## config.mk

```make
export PLATFORM = sky130hd
export DESIGN_NAME = branch_resolve_unit_flat
export DESIGN_NICKNAME = d
export VERILOG_FILES = /design/src/rtl/branch_resolve_if.sv /design/src/rtl/branch_resolve_unit.sv /design/src/flat_wrapper.sv
export SDC_FILE = /design/constraint.sdc
export NUM_CORES = 1
export LEC_CHECK = 0
export BUFFER_PORTS_ARGS = -buffer_cell sky130_fd_sc_hd__buf_2
export CORE_ASPECT_RATIO = 2
export CORE_UTILIZATION = 45
export DETAILED_ROUTE_END_ITERATION = 10
export PLACE_DENSITY = 0.66
export SYNTH_ARGS = -nofsm -noshare
export SYNTH_HDL_FRONTEND = slang
export SYNTH_SLANG_ARGS = --single-unit
export TNS_END_PERCENT = 50
```

## constraint.sdc

```tcl
create_clock -name clk -period 10 [get_ports clk]
set_input_delay 1.5 -clock clk [delete_from_list [all_inputs] [get_ports clk]]
set_output_delay 1.5 -clock clk [all_outputs]
set_load 0.02 [all_outputs]
```

## src/rtl/branch_resolve_if.sv

```systemverilog
// Request/response bundle between the execute stage and the branch resolve unit.
// The execute side uses the master modport; the resolve unit uses slave.
interface branch_resolve_if #(parameter int XLEN = 32);
   logic            flush;
   logic            in_valid;
   logic            in_ready;
   logic [6:0]      opcode;
   logic [2:0]      funct3;
   logic [4:0]      rd;
   logic [4:0]      rs1;
   logic            rvc;
   logic [XLEN-1:0] src1;
   logic [XLEN-1:0] src2;
   logic [XLEN-1:0] imm;
   logic [XLEN-1:0] old_pc;
   logic [XLEN-1:0] pred_pc;
   logic            out_valid;
   logic            out_ready;
   logic [XLEN-1:0] dst;
   logic            dst_we;
   logic [XLEN-1:0] new_pc;
   logic            taken;
   logic            mispredict;
   logic            exception;
   logic [XLEN-1:0] ras_top;
   logic            ras_valid;

   modport master (
      output flush, in_valid, opcode, funct3, rd, rs1, rvc, src1, src2, imm, old_pc, pred_pc,
             out_ready,
      input  in_ready, out_valid, dst, dst_we, new_pc, taken, mispredict, exception,
             ras_top, ras_valid
   );

   modport slave (
      input  flush, in_valid, opcode, funct3, rd, rs1, rvc, src1, src2, imm, old_pc, pred_pc,
             out_ready,
      output in_ready, out_valid, dst, dst_we, new_pc, taken, mispredict, exception,
             ras_top, ras_valid
   );
endinterface

```

## src/rtl/branch_resolve_unit.sv

```systemverilog
// Registered control-flow resolver (LUI/AUIPC/JAL/JALR/Bxx) with a valid/ready
// output stage and a return-address stack feeding fetch-side return prediction.
module branch_resolve_unit #(
   parameter int XLEN      = 32,
   parameter int RAS_DEPTH = 8,
   parameter int C_EXT     = 0
) (
   input logic             clk,
   input logic             reset,
   branch_resolve_if.slave bus
);
   localparam int PW = $clog2(RAS_DEPTH);

   localparam logic [6:0] OP_LUI   = 7'b0110111;
   localparam logic [6:0] OP_AUIPC = 7'b0010111;
   localparam logic [6:0] OP_JAL   = 7'b1101111;
   localparam logic [6:0] OP_JALR  = 7'b1100111;
   localparam logic [6:0] OP_BR    = 7'b1100011;

   typedef struct packed {
      logic [XLEN-1:0] dst;
      logic            dst_we;
      logic [XLEN-1:0] new_pc;
      logic            taken;
      logic            mispredict;
      logic            exception;
   } res_t;

   res_t            dec, res_d, res_q;
   logic            out_valid_d, out_valid_q;
   logic [XLEN-1:0] ras_mem_d [RAS_DEPTH];
   logic [XLEN-1:0] ras_mem_q [RAS_DEPTH];
   logic [PW-1:0]   ptr_d, ptr_q;
   logic [PW:0]     cnt_d, cnt_q;

   logic            in_ready, accept;
   logic [XLEN-1:0] seq, tgt;
   logic            take, illegal, misal, is_jal, is_jalr;
   logic            l_rd, l_rs1, push, pop;

   assign in_ready = !bus.flush && (!out_valid_q || bus.out_ready);
   assign accept   = bus.in_valid && in_ready;

   // Instruction decode and target resolution
   always_comb begin
      seq     = bus.old_pc + ((C_EXT != 0 && bus.rvc) ? XLEN'(2) : XLEN'(4));
      tgt     = seq;
      take    = 1'b0;
      illegal = 1'b0;
      is_jal  = 1'b0;
      is_jalr = 1'b0;
      dec     = '0;
      case (bus.opcode)
         OP_LUI: begin
            dec.dst    = bus.imm;
            dec.dst_we = 1'b1;
         end
         OP_AUIPC: begin
            dec.dst    = bus.old_pc + bus.imm;
            dec.dst_we = 1'b1;
         end
         OP_JAL: begin
            dec.dst    = seq;
            dec.dst_we = 1'b1;
            take       = 1'b1;
            tgt        = bus.old_pc + bus.imm;
            is_jal     = 1'b1;
         end
         OP_JALR: begin
            dec.dst    = seq;
            dec.dst_we = 1'b1;
            take       = 1'b1;
            tgt        = (bus.src1 + bus.imm) & ~XLEN'(1);
            illegal    = (bus.funct3 != 3'b000);
            is_jalr    = 1'b1;
         end
         OP_BR: begin
            case (bus.funct3)
               3'b000:  take = (bus.src1 == bus.src2);
               3'b001:  take = (bus.src1 != bus.src2);
               3'b100:  take = ($signed(bus.src1) <  $signed(bus.src2));
               3'b101:  take = ($signed(bus.src1) >= $signed(bus.src2));
               3'b110:  take = (bus.src1 <  bus.src2);
               3'b111:  take = (bus.src1 >= bus.src2);
               default: illegal = 1'b1;
            endcase
            if (take) tgt = bus.old_pc + bus.imm;
         end
         default: ;
      endcase
      // Only a redirect that is actually taken can fault on alignment
      misal         = (C_EXT != 0) ? tgt[0] : (tgt[1:0] != 2'b00);
      dec.exception = illegal || (take && misal);
      if (dec.exception) begin
         dec.dst    = '0;
         dec.dst_we = 1'b0;
         dec.new_pc = bus.old_pc;
      end else begin
         dec.new_pc     = tgt;
         dec.taken      = take;
         dec.mispredict = (tgt != bus.pred_pc);
      end
   end

   // Return-address stack: pop (if any) is applied before push, so a
   // pop+push on a non-empty stack replaces the top in place.
   always_comb begin
      l_rd  = (bus.rd == 5'd1) || (bus.rd == 5'd5);
      l_rs1 = (bus.rs1 == 5'd1) || (bus.rs1 == 5'd5);
      push  = 1'b0;
      pop   = 1'b0;
      if (accept && !dec.exception) begin
         push = (is_jal || is_jalr) && l_rd;
         pop  = is_jalr && l_rs1 && !(l_rd && bus.rd == bus.rs1);
      end
      ras_mem_d = ras_mem_q;
      ptr_d     = ptr_q;
      cnt_d     = cnt_q;
      if (pop && cnt_q != '0) begin
         ptr_d = ptr_q - PW'(1);
         cnt_d = cnt_q - (PW+1)'(1);
      end
      if (push) begin
         ras_mem_d[ptr_d] = seq;
         ptr_d            = ptr_d + PW'(1);
         if (cnt_d != (PW+1)'(RAS_DEPTH)) cnt_d = cnt_d + (PW+1)'(1);
      end
   end

   always_comb begin
      out_valid_d = out_valid_q;
      res_d       = res_q;
      if (accept) begin
         out_valid_d = 1'b1;
         res_d       = dec;
      end else if (bus.flush || bus.out_ready) begin
         out_valid_d = 1'b0;
      end
   end

   always_ff @(posedge clk) begin
      if (reset) begin
         out_valid_q <= 1'b0;
         res_q       <= '0;
         ptr_q       <= '0;
         cnt_q       <= '0;
         for (int i = 0; i < RAS_DEPTH; i++) ras_mem_q[i] <= '0;
      end else begin
         out_valid_q <= out_valid_d;
         res_q       <= res_d;
         ptr_q       <= ptr_d;
         cnt_q       <= cnt_d;
         ras_mem_q   <= ras_mem_d;
      end
   end

   assign bus.in_ready   = in_ready;
   assign bus.out_valid  = out_valid_q;
   assign bus.dst        = res_q.dst;
   assign bus.dst_we     = res_q.dst_we;
   assign bus.new_pc     = res_q.new_pc;
   assign bus.taken      = res_q.taken;
   assign bus.mispredict = res_q.mispredict;
   assign bus.exception  = res_q.exception;
   assign bus.ras_top    = ras_mem_q[ptr_q - PW'(1)];
   assign bus.ras_valid  = (cnt_q != '0);
endmodule

```

## src/flat_wrapper.sv

```systemverilog
// flat-port wrapper written by rule: the top's interface ports become plain ports
module branch_resolve_unit_flat 
#(
   parameter int XLEN      = 32,
   parameter int RAS_DEPTH = 8,
   parameter int C_EXT     = 0
)
  (clk, reset, bus_flush, bus_in_valid, bus_opcode, bus_funct3, bus_rd, bus_rs1, bus_rvc, bus_src1, bus_src2, bus_imm, bus_old_pc, bus_pred_pc, bus_out_ready, bus_in_ready, bus_out_valid, bus_dst, bus_dst_we, bus_new_pc, bus_taken, bus_mispredict, bus_exception, bus_ras_top, bus_ras_valid);
  branch_resolve_if #(.XLEN(XLEN)) bus_i ();
  input logic clk;
  input logic reset;
  input wire logic [$bits(bus_i.flush)-1:0] bus_flush;
  input wire logic [$bits(bus_i.in_valid)-1:0] bus_in_valid;
  input wire logic [$bits(bus_i.opcode)-1:0] bus_opcode;
  input wire logic [$bits(bus_i.funct3)-1:0] bus_funct3;
  input wire logic [$bits(bus_i.rd)-1:0] bus_rd;
  input wire logic [$bits(bus_i.rs1)-1:0] bus_rs1;
  input wire logic [$bits(bus_i.rvc)-1:0] bus_rvc;
  input wire logic [$bits(bus_i.src1)-1:0] bus_src1;
  input wire logic [$bits(bus_i.src2)-1:0] bus_src2;
  input wire logic [$bits(bus_i.imm)-1:0] bus_imm;
  input wire logic [$bits(bus_i.old_pc)-1:0] bus_old_pc;
  input wire logic [$bits(bus_i.pred_pc)-1:0] bus_pred_pc;
  input wire logic [$bits(bus_i.out_ready)-1:0] bus_out_ready;
  output wire logic [$bits(bus_i.in_ready)-1:0] bus_in_ready;
  output wire logic [$bits(bus_i.out_valid)-1:0] bus_out_valid;
  output wire logic [$bits(bus_i.dst)-1:0] bus_dst;
  output wire logic [$bits(bus_i.dst_we)-1:0] bus_dst_we;
  output wire logic [$bits(bus_i.new_pc)-1:0] bus_new_pc;
  output wire logic [$bits(bus_i.taken)-1:0] bus_taken;
  output wire logic [$bits(bus_i.mispredict)-1:0] bus_mispredict;
  output wire logic [$bits(bus_i.exception)-1:0] bus_exception;
  output wire logic [$bits(bus_i.ras_top)-1:0] bus_ras_top;
  output wire logic [$bits(bus_i.ras_valid)-1:0] bus_ras_valid;
  assign bus_i.flush = bus_flush;
  assign bus_i.in_valid = bus_in_valid;
  assign bus_i.opcode = bus_opcode;
  assign bus_i.funct3 = bus_funct3;
  assign bus_i.rd = bus_rd;
  assign bus_i.rs1 = bus_rs1;
  assign bus_i.rvc = bus_rvc;
  assign bus_i.src1 = bus_src1;
  assign bus_i.src2 = bus_src2;
  assign bus_i.imm = bus_imm;
  assign bus_i.old_pc = bus_old_pc;
  assign bus_i.pred_pc = bus_pred_pc;
  assign bus_i.out_ready = bus_out_ready;
  assign bus_in_ready = bus_i.in_ready;
  assign bus_out_valid = bus_i.out_valid;
  assign bus_dst = bus_i.dst;
  assign bus_dst_we = bus_i.dst_we;
  assign bus_new_pc = bus_i.new_pc;
  assign bus_taken = bus_i.taken;
  assign bus_mispredict = bus_i.mispredict;
  assign bus_exception = bus_i.exception;
  assign bus_ras_top = bus_i.ras_top;
  assign bus_ras_valid = bus_i.ras_valid;
  branch_resolve_unit #(.XLEN(XLEN), .RAS_DEPTH(RAS_DEPTH), .C_EXT(C_EXT)) u_core (.clk(clk), .reset(reset), .bus(bus_i));
endmodule
```

-- After elaboration in Yosys (flattened, before gate mapping)
Cells that the tools add are included.
- word-level logic and storage cells: 107
- output and inout port bits: 103
- bits in registers: 332
- input bits: 186
- multiplexer cells: 28
- magnitude comparators: 7
- add/sub/neg operators: 7
- reductions and logical operators: 27
- eq/ne operators: 19
- bitwise gates (word level): 2
- operators by type and width (operator ; number):
    $bwmux W256 ; 1
    $mux W32 ; 5
    $pmux W33 S3 ; 1
    $bmux W32 S3 ; 1
    $demux W32 S3 ; 1
    $pmux W32 S3 ; 1
    $add A32 B32 Y32 ; 2
    $ge A32 B32 Y1 ; 2
    $lt A32 B32 Y1 ; 2
    $ne A32 B32 Y1 ; 2
    $mux W33 ; 1
    $add A32 B3 Y32 const B ; 1
    $eq A32 B32 Y1 ; 1
    $eq A7 B7 Y1 const B ; 3
    $eq A3 B3 Y1 const B ; 4
    $mux W4 ; 3
    $eq A5 B1 Y1 const B ; 2
    $eq A5 B3 Y1 const B ; 2
    $logic_and A1 B1 Y1 ; 10
    $ge A4 B4 Y1 const B ; 2
    $mux W1 ; 8
    $not A3 Y4 ; 2
    $eq A7 B5 Y1 const B ; 1
    $eq A7 B6 Y1 const B ; 1
    20 further kinds ; 31

-- Longest topological paths before layout
- depth in word-level cells: 19
- gate-level depth with buffers: 20
- depth with buffers taken out: 18

-- Worst setup path after synthesis
No wires, ideal clock.
- path type: input-to-reg
- from: input port bus_src2[17]
- to: register u_core.ras_mem_q[97] (netlist name)
- arrival: 4958 ps
- setup time: 128 ps
- setup slack: 4914 ps
- cell stages on the path: 18
- buffers on the path: 3
- required time: 9872 ps
- cell sequence: inv_1 ha_1 a21o_1 a221o_1 a221o_1 o21a_1 o31ai_2 a31oi_2 o21ai_2 o22ai_1 or4_1 buf_2 or3_1 a21o_1 buf_2 buf_6 mux2i_1 nor2_1
- longest elaborated chain between the ends: 19
- ends and longest elaborated chain (item ; RTL line ; text):
    start, declared ; flat_wrapper.sv:20 ; input wire logic [$bits(bus_i.src2)-1:0] bus_src2;
    $ge A32 B32 Y1, or another cell as far along ; branch_resolve_unit.sv:84 ; 3'b111: take = (bus.src1 >= bus.src2);
    $pmux W1 S6 (*) ; branch_resolve_unit.sv:78 ; case (bus.funct3)
    $mux W1 (*) ; branch_resolve_unit.sv:53 ; case (bus.opcode)
    $mux W32 ; branch_resolve_unit.sv:87 ; if (take) tgt = bus.old_pc + bus.imm;
    $pmux W32 S3 ; branch_resolve_unit.sv:53 ;
    $reduce_bool A2 Y1 ; branch_resolve_unit.sv:92 ; misal = (C_EXT != 0) ? tgt[0] : (tgt[1:0] != 2'b00);
    $logic_and A1 B1 Y1 (*) ; branch_resolve_unit.sv:93 ; dec.exception = illegal || (take && misal);
    $logic_or A1 B1 Y1 (*) ; branch_resolve_unit.sv:93 ;
    [... 3 more ...] ; n/a ;
    $logic_and A1 B1 Y1 ; branch_resolve_unit.sv:119 ; if (pop && cnt_q != '0) begin
    $mux W3 ; branch_resolve_unit.sv:119 ;
    $not A3 Y4 (not written as such) ; branch_resolve_unit.sv:124 ; ras_mem_d[ptr_d] = seq;
    $ge A4 B4 Y1 (not written as such) or $lt A4 B1 Y1 (tied branches) ; branch_resolve_unit.sv:124 ;
    $logic_and A1 B1 Y1 (not written as such) ; branch_resolve_unit.sv:124 ;
    $mux W32 (not written as such) ; branch_resolve_unit.sv:124 ;
    $demux W32 S3 ; branch_resolve_unit.sv:124 ;
    $bwmux W256 ; branch_resolve_unit.sv:124 ;
    end signal, assigned ; branch_resolve_unit.sv:153 ; ras_mem_q <= ras_mem_d;
    end, declared ; branch_resolve_unit.sv:32 ; logic [XLEN-1:0] ras_mem_q [RAS_DEPTH];
Mark *: on every way between the ends. The rest lies on a longest branch, timed or not. The select of a mux whose other input is x is not followed.
A chain may end at the register's enable or synchronous reset.

-- Worst setup path after layout
- from: input port bus_src1[15]
- to: register u_core.ras_mem_q[82] (netlist name)
- longest elaborated chain between the ends: 19
- ends and longest elaborated chain (item ; RTL line ; text):
    start, declared ; flat_wrapper.sv:19 ; input wire logic [$bits(bus_i.src1)-1:0] bus_src1;
    $ge A32 B32 Y1, or another cell as far along ; branch_resolve_unit.sv:84 ;
    $pmux W1 S6 (*) ; branch_resolve_unit.sv:78 ;
    $mux W1 (*) ; branch_resolve_unit.sv:53 ;
    $mux W32 ; branch_resolve_unit.sv:87 ;
    $pmux W32 S3 ; branch_resolve_unit.sv:53 ;
    $reduce_bool A2 Y1 ; branch_resolve_unit.sv:92 ;
    $logic_and A1 B1 Y1 (*) ; branch_resolve_unit.sv:93 ;
    $logic_or A1 B1 Y1 (*) ; branch_resolve_unit.sv:93 ;
    [... 3 more ...] ; n/a ;
    $logic_and A1 B1 Y1 ; branch_resolve_unit.sv:119 ;
    $mux W3 ; branch_resolve_unit.sv:119 ;
    $not A3 Y4 (not written as such) ; branch_resolve_unit.sv:124 ;
    $ge A4 B4 Y1 (not written as such) or $lt A4 B1 Y1 (tied branches) ; branch_resolve_unit.sv:124 ;
    $logic_and A1 B1 Y1 (not written as such) ; branch_resolve_unit.sv:124 ;
    $mux W32 (not written as such) ; branch_resolve_unit.sv:124 ;
    $demux W32 S3 ; branch_resolve_unit.sv:124 ;
    $bwmux W256 ; branch_resolve_unit.sv:124 ;
Marks and branches as above.

==> qor.json <==
{
  "worstSetupEndpointType": {"value": "register"},
  "power_density": {"value": 128.9, "unit": "nW/um^2"},
  "min-delay-path-class": {"value": "register to register"},
  "critical_path.startpoint_type": {"value": "input pin"},
  "seqCellArea": {"value": 6650, "unit": "um^2"},
  "grt_max_degree": {"value": 147},
  "gr-total-overflow": {"value": 0},
  "min_period_over_period": {"value": 0.7177},
  "post_cts_hold_buffer_count": {"value": 0},
  "synth.net_count": {"value": 2702},
  "cts_max_level": {"value": 1},
  "post_route_cells_drive_above_1_share": {"value": 0.1857},
  "wl_per_cell": {"value": 21.48, "unit": "um"},
  "slew_headroom": {"value": 0.1249},
  "gp_congestion": {"value": 0.9673},
  "io_buffer_count": {"value": 287},
  "postCtsResizedCells": {"value": 0},
  "synth.mux.area_fraction": {"value": 0.1045},
  "layout.cells.most_common": {"value": "dfxtp_1"},
  "min_period": {"value": 7.177, "unit": "ns"},
  "synth.yosys.warnings": {"value": 0},
  "synth-simple-area-share": {"value": 0.2255},
  "clkLatencyLatePin": {"value": 0.59, "unit": "ns"},
  "yosysTopAreaCell": {"value": "dfxtp_1"},
  "hold_ws": {"value": 0.4580, "unit": "ns"},
  "p_leak": {"value": 9.208, "unit": "nW"},
  "finalHoldViolCount": {"value": 0},
  "vias_per_cell": {"value": 6.107},
  "area_growth_syn_to_layout": {"value": 12.73, "unit": "%"},
  "number_of_primary_i_o_pins": {"value": 289},
  "cts_post_setup_buffers_inserted": {"value": 0},
  "hpwl": {"value": 49410, "unit": "um"},
  "first_pass_iters": {"value": 9},
  "yosys_register_bits": {"value": 332},
  "synthDistinctLibCells": {"value": 79},
  "yosys.area_share.xor_xnor": {"value": 0.05234},
  "design_power_total": {"value": 2.981, "unit": "mW"},
  "antenna_found_initial": {"value": 3},
  "cts_sinks": {"value": 332},
  "fin_util": {"value": 0.5138},
  "dominantRegCellSynth": {"value": "dfxtp_1"},
  "synth_area_per_cell": {"value": 8.490, "unit": "um^2"},
  "dpl_ws": {"value": 2.360, "unit": "ns"},
  "synth_top_family_by_area": {"value": "simple AND/OR/NAND/NOR gates"},
  "vias": {"value": 19220},
  "initial_utilization": {"value": 0.4557},
  "via_count_of_the_first_global_routing_pass": {"value": 19250},
  "ys_async_sr_fraction": {"value": 0},
  "netlist_area": {"value": 20510, "unit": "um^2"},
  "totalNegativeSetupSlack": {"value": 0, "unit": "ns"},
  "wire_length_of_the_first_global_routing_pass": {"value": 104900, "unit": "um"},
  "cts_buffers": {"value": 29},
  "arrival": {"value": 7.68, "unit": "ns"},
  "final.setup_skew": {"value": 0.03070, "unit": "ns"},
  "final_cell_mix": {"value": "331 x dfxtp_1, 286 x buf_2, 229 x o21ai_0, 213 x nand2_1, 209 x nand3b_1"},
  "worst-endpoint-required": {"value": 10.50, "unit": "ns"},
  "grt_setup_unrepaired": {"value": "no"},
  "cts-root-buf": {"value": "clkbuf_16"},
  "maxCapViolCount": {"value": 0},
  "finalNetCount": {"value": 2851},
  "post_route_ant_nets": {"value": 0},
  "synth-edff-count": {"value": 0},
  "cts_tree": {"value": "done"},
  "final.setup.worst_slack": {"value": 2.823, "unit": "ns"},
  "multi_input_comb_area": {"value": 12980, "unit": "um^2"},
  "clk_pin_slew": {"value": 0.07, "unit": "ns"},
  "syn-instance-count": {"value": 2416},
  "tightestPinTransition": {"value": 1.301, "unit": "ns"},
  "synth.top_cell.area_share": {"value": 0.3240},
  "die_h": {"value": 303.9, "unit": "um"},
  "synth_adder_area_share": {"value": 0.06173},
  "area_fraction_in_compound_gates_after_synthesis": {"value": 0.1827},
  "run_status": {"value": "complete, no violations"},
  "critical_path.max_fanout": {"value": 38},
  "synth.yosys.seq_area_share": {"value": 0.3240},
  "coreArea": {"value": 45010, "unit": "um^2"},
  "setup_viol_count_final": {"value": 0},
  "timing_worst_setup_path_type": {"value": "input pin to register"},
  "dr.first_iter.drc_count": {"value": 1345},
  "die_area": {"value": 46490, "unit": "um^2"},
  "synth.top_cells.by_area": {"value": "dfxtp_1 32%, nand3b_1 7.6%, mux4_2 7.0%"},
  "ctsLongestPathBuffers": {"value": 3},
  "vdd_ir_drop_max": {"value": 0.0001145, "unit": "V"},
  "fmax": {"value": 139.3, "unit": "MHz"},
  "placement_rows": {"value": 110},
  "postRouteWirelength": {"value": 67610, "unit": "um"},
  "drc_errors": {"value": 0},
  "die_w": {"value": 153.0, "unit": "um"},
  "fillCellCount": {"value": 4230},
  "groute.usage.overall": {"value": 0.2872},
  "timing_max_transition_violations_final": {"value": 0}
}
layout make-up:
cell class | count | share of cell area
multi-input combinational | 1829 | 0.5615
timing repair buffer | 312 | 0.07051
antenna | 2 | 0.0002164
tap | 560 | 0.03030
clock buffer | 41 | 0.03593
sequential | 332 | 0.2876
clock inverter | 10 | 0.004058
inverter | 61 | 0.009903
synthesized netlist by cell type, types with 9 or more instances:
cell      instances
a211oi_1         15
a21o_1           25
a21oi_1         131
a22oi_1          32
a31oi_1          13
and3_1            9
buf_1            16
buf_2            20
clkbuf_1        152
dfxtp_1         332
ha_1             98
inv_1            60
mux2i_1          69
mux4_2           64
nand2_1         214
nand2b_1         45
nand3_1          41
nand3b_1        209
nand4_1          25
nor2_1          177
nor2b_1          10
nor3_1           36
nor4_1           20
o211ai_1         20
o21a_1           10
o21ai_0         229
o21ai_1          27
o221ai_1         21
o22ai_1          29
or2_2            31
or3_1            10
xnor2_1          64
xor2_1           56
registers in the layout, summed over array words and instances, names as in the netlist:
name and flops:
u_core.cnt_q 4, u_core.bus.dst 32, u_core.bus.new_pc 32, u_core.bus.taken 1
u_core.ptr_q 3, u_core.bus.dst_we 1, u_core.bus.mispredict 1, u_core.bus.out_valid 1
u_core.bus.exception 1, u_core.ras_mem_q 256
logic make-up (layout without fill, tap and decap cells):
kind of cell    after synthesis  after routing
simple gates                857            857
compound gates              617            617
flops                       332            332
buf+inv                     255            424
mux                         134            134
xor+xnor                    121            121
fa+ha+maj                   100            100
other cells                   0              2
worst paths after layout:
check,from,to,cells after the start,slack [ns]
setup / recovery,bus_src1[15],u_core.ras_mem_q[82],18,2.82
hold / removal,u_core.bus.new_pc[15],u_core.bus.new_pc[15],2,0.46
setup reg to reg,u_core.ptr_q[0],u_core.ras_mem_q[225],9,5.60
hold reg to reg,u_core.bus.new_pc[15],u_core.bus.new_pc[15],2,0.46
metal layers:
metal	GRT usage	part of all wire	wire length, um	up-vias
li1	-	-	-	9066
met1	0.3116	0.37	25000	9132
met2	0.5147	0.50	33900	805
met3	0.03389	0.055	3709	215
met4	0.2044	0.074	4989	2
met5	0	0.00019	13	-
critical path: stages:
cell and delay [ns]:
buf_2 0.11, ha_1 0.31, nand4_1 0.24, nor4_1 1.06
a2111oi_0 0.27, a31oi_1 0.24, o21a_1 0.18, o311ai_1 0.17
o21ai_2 0.15, buf_4 0.34, o22ai_2 0.13, buf_4 0.28
or4_1 0.79, and4_1 0.36, o21ai_4 0.89, buf_4 0.42
nand3b_1 0.10, o21ai_0 0.09
stage by stage:
stage,std cells,cell area (um^2)
after CTS,3145,23120
after detailed placement,3094,22190
after global routing,3145,23120
final,3147,23120
after floorplan,2416,20510
after global placement,3094,22190
power breakdown:
| group | internal (mW) | total, mW | switching, mW |
|---|---|---|---|
| Combinational | 0.201 | 0.523 | 0.322 |
| Sequential | 1.33 | 1.33 | 0.00569 |
| Clock | 0.606 | 1.12 | 0.517 |
Power figures use the tool's default switching activity.
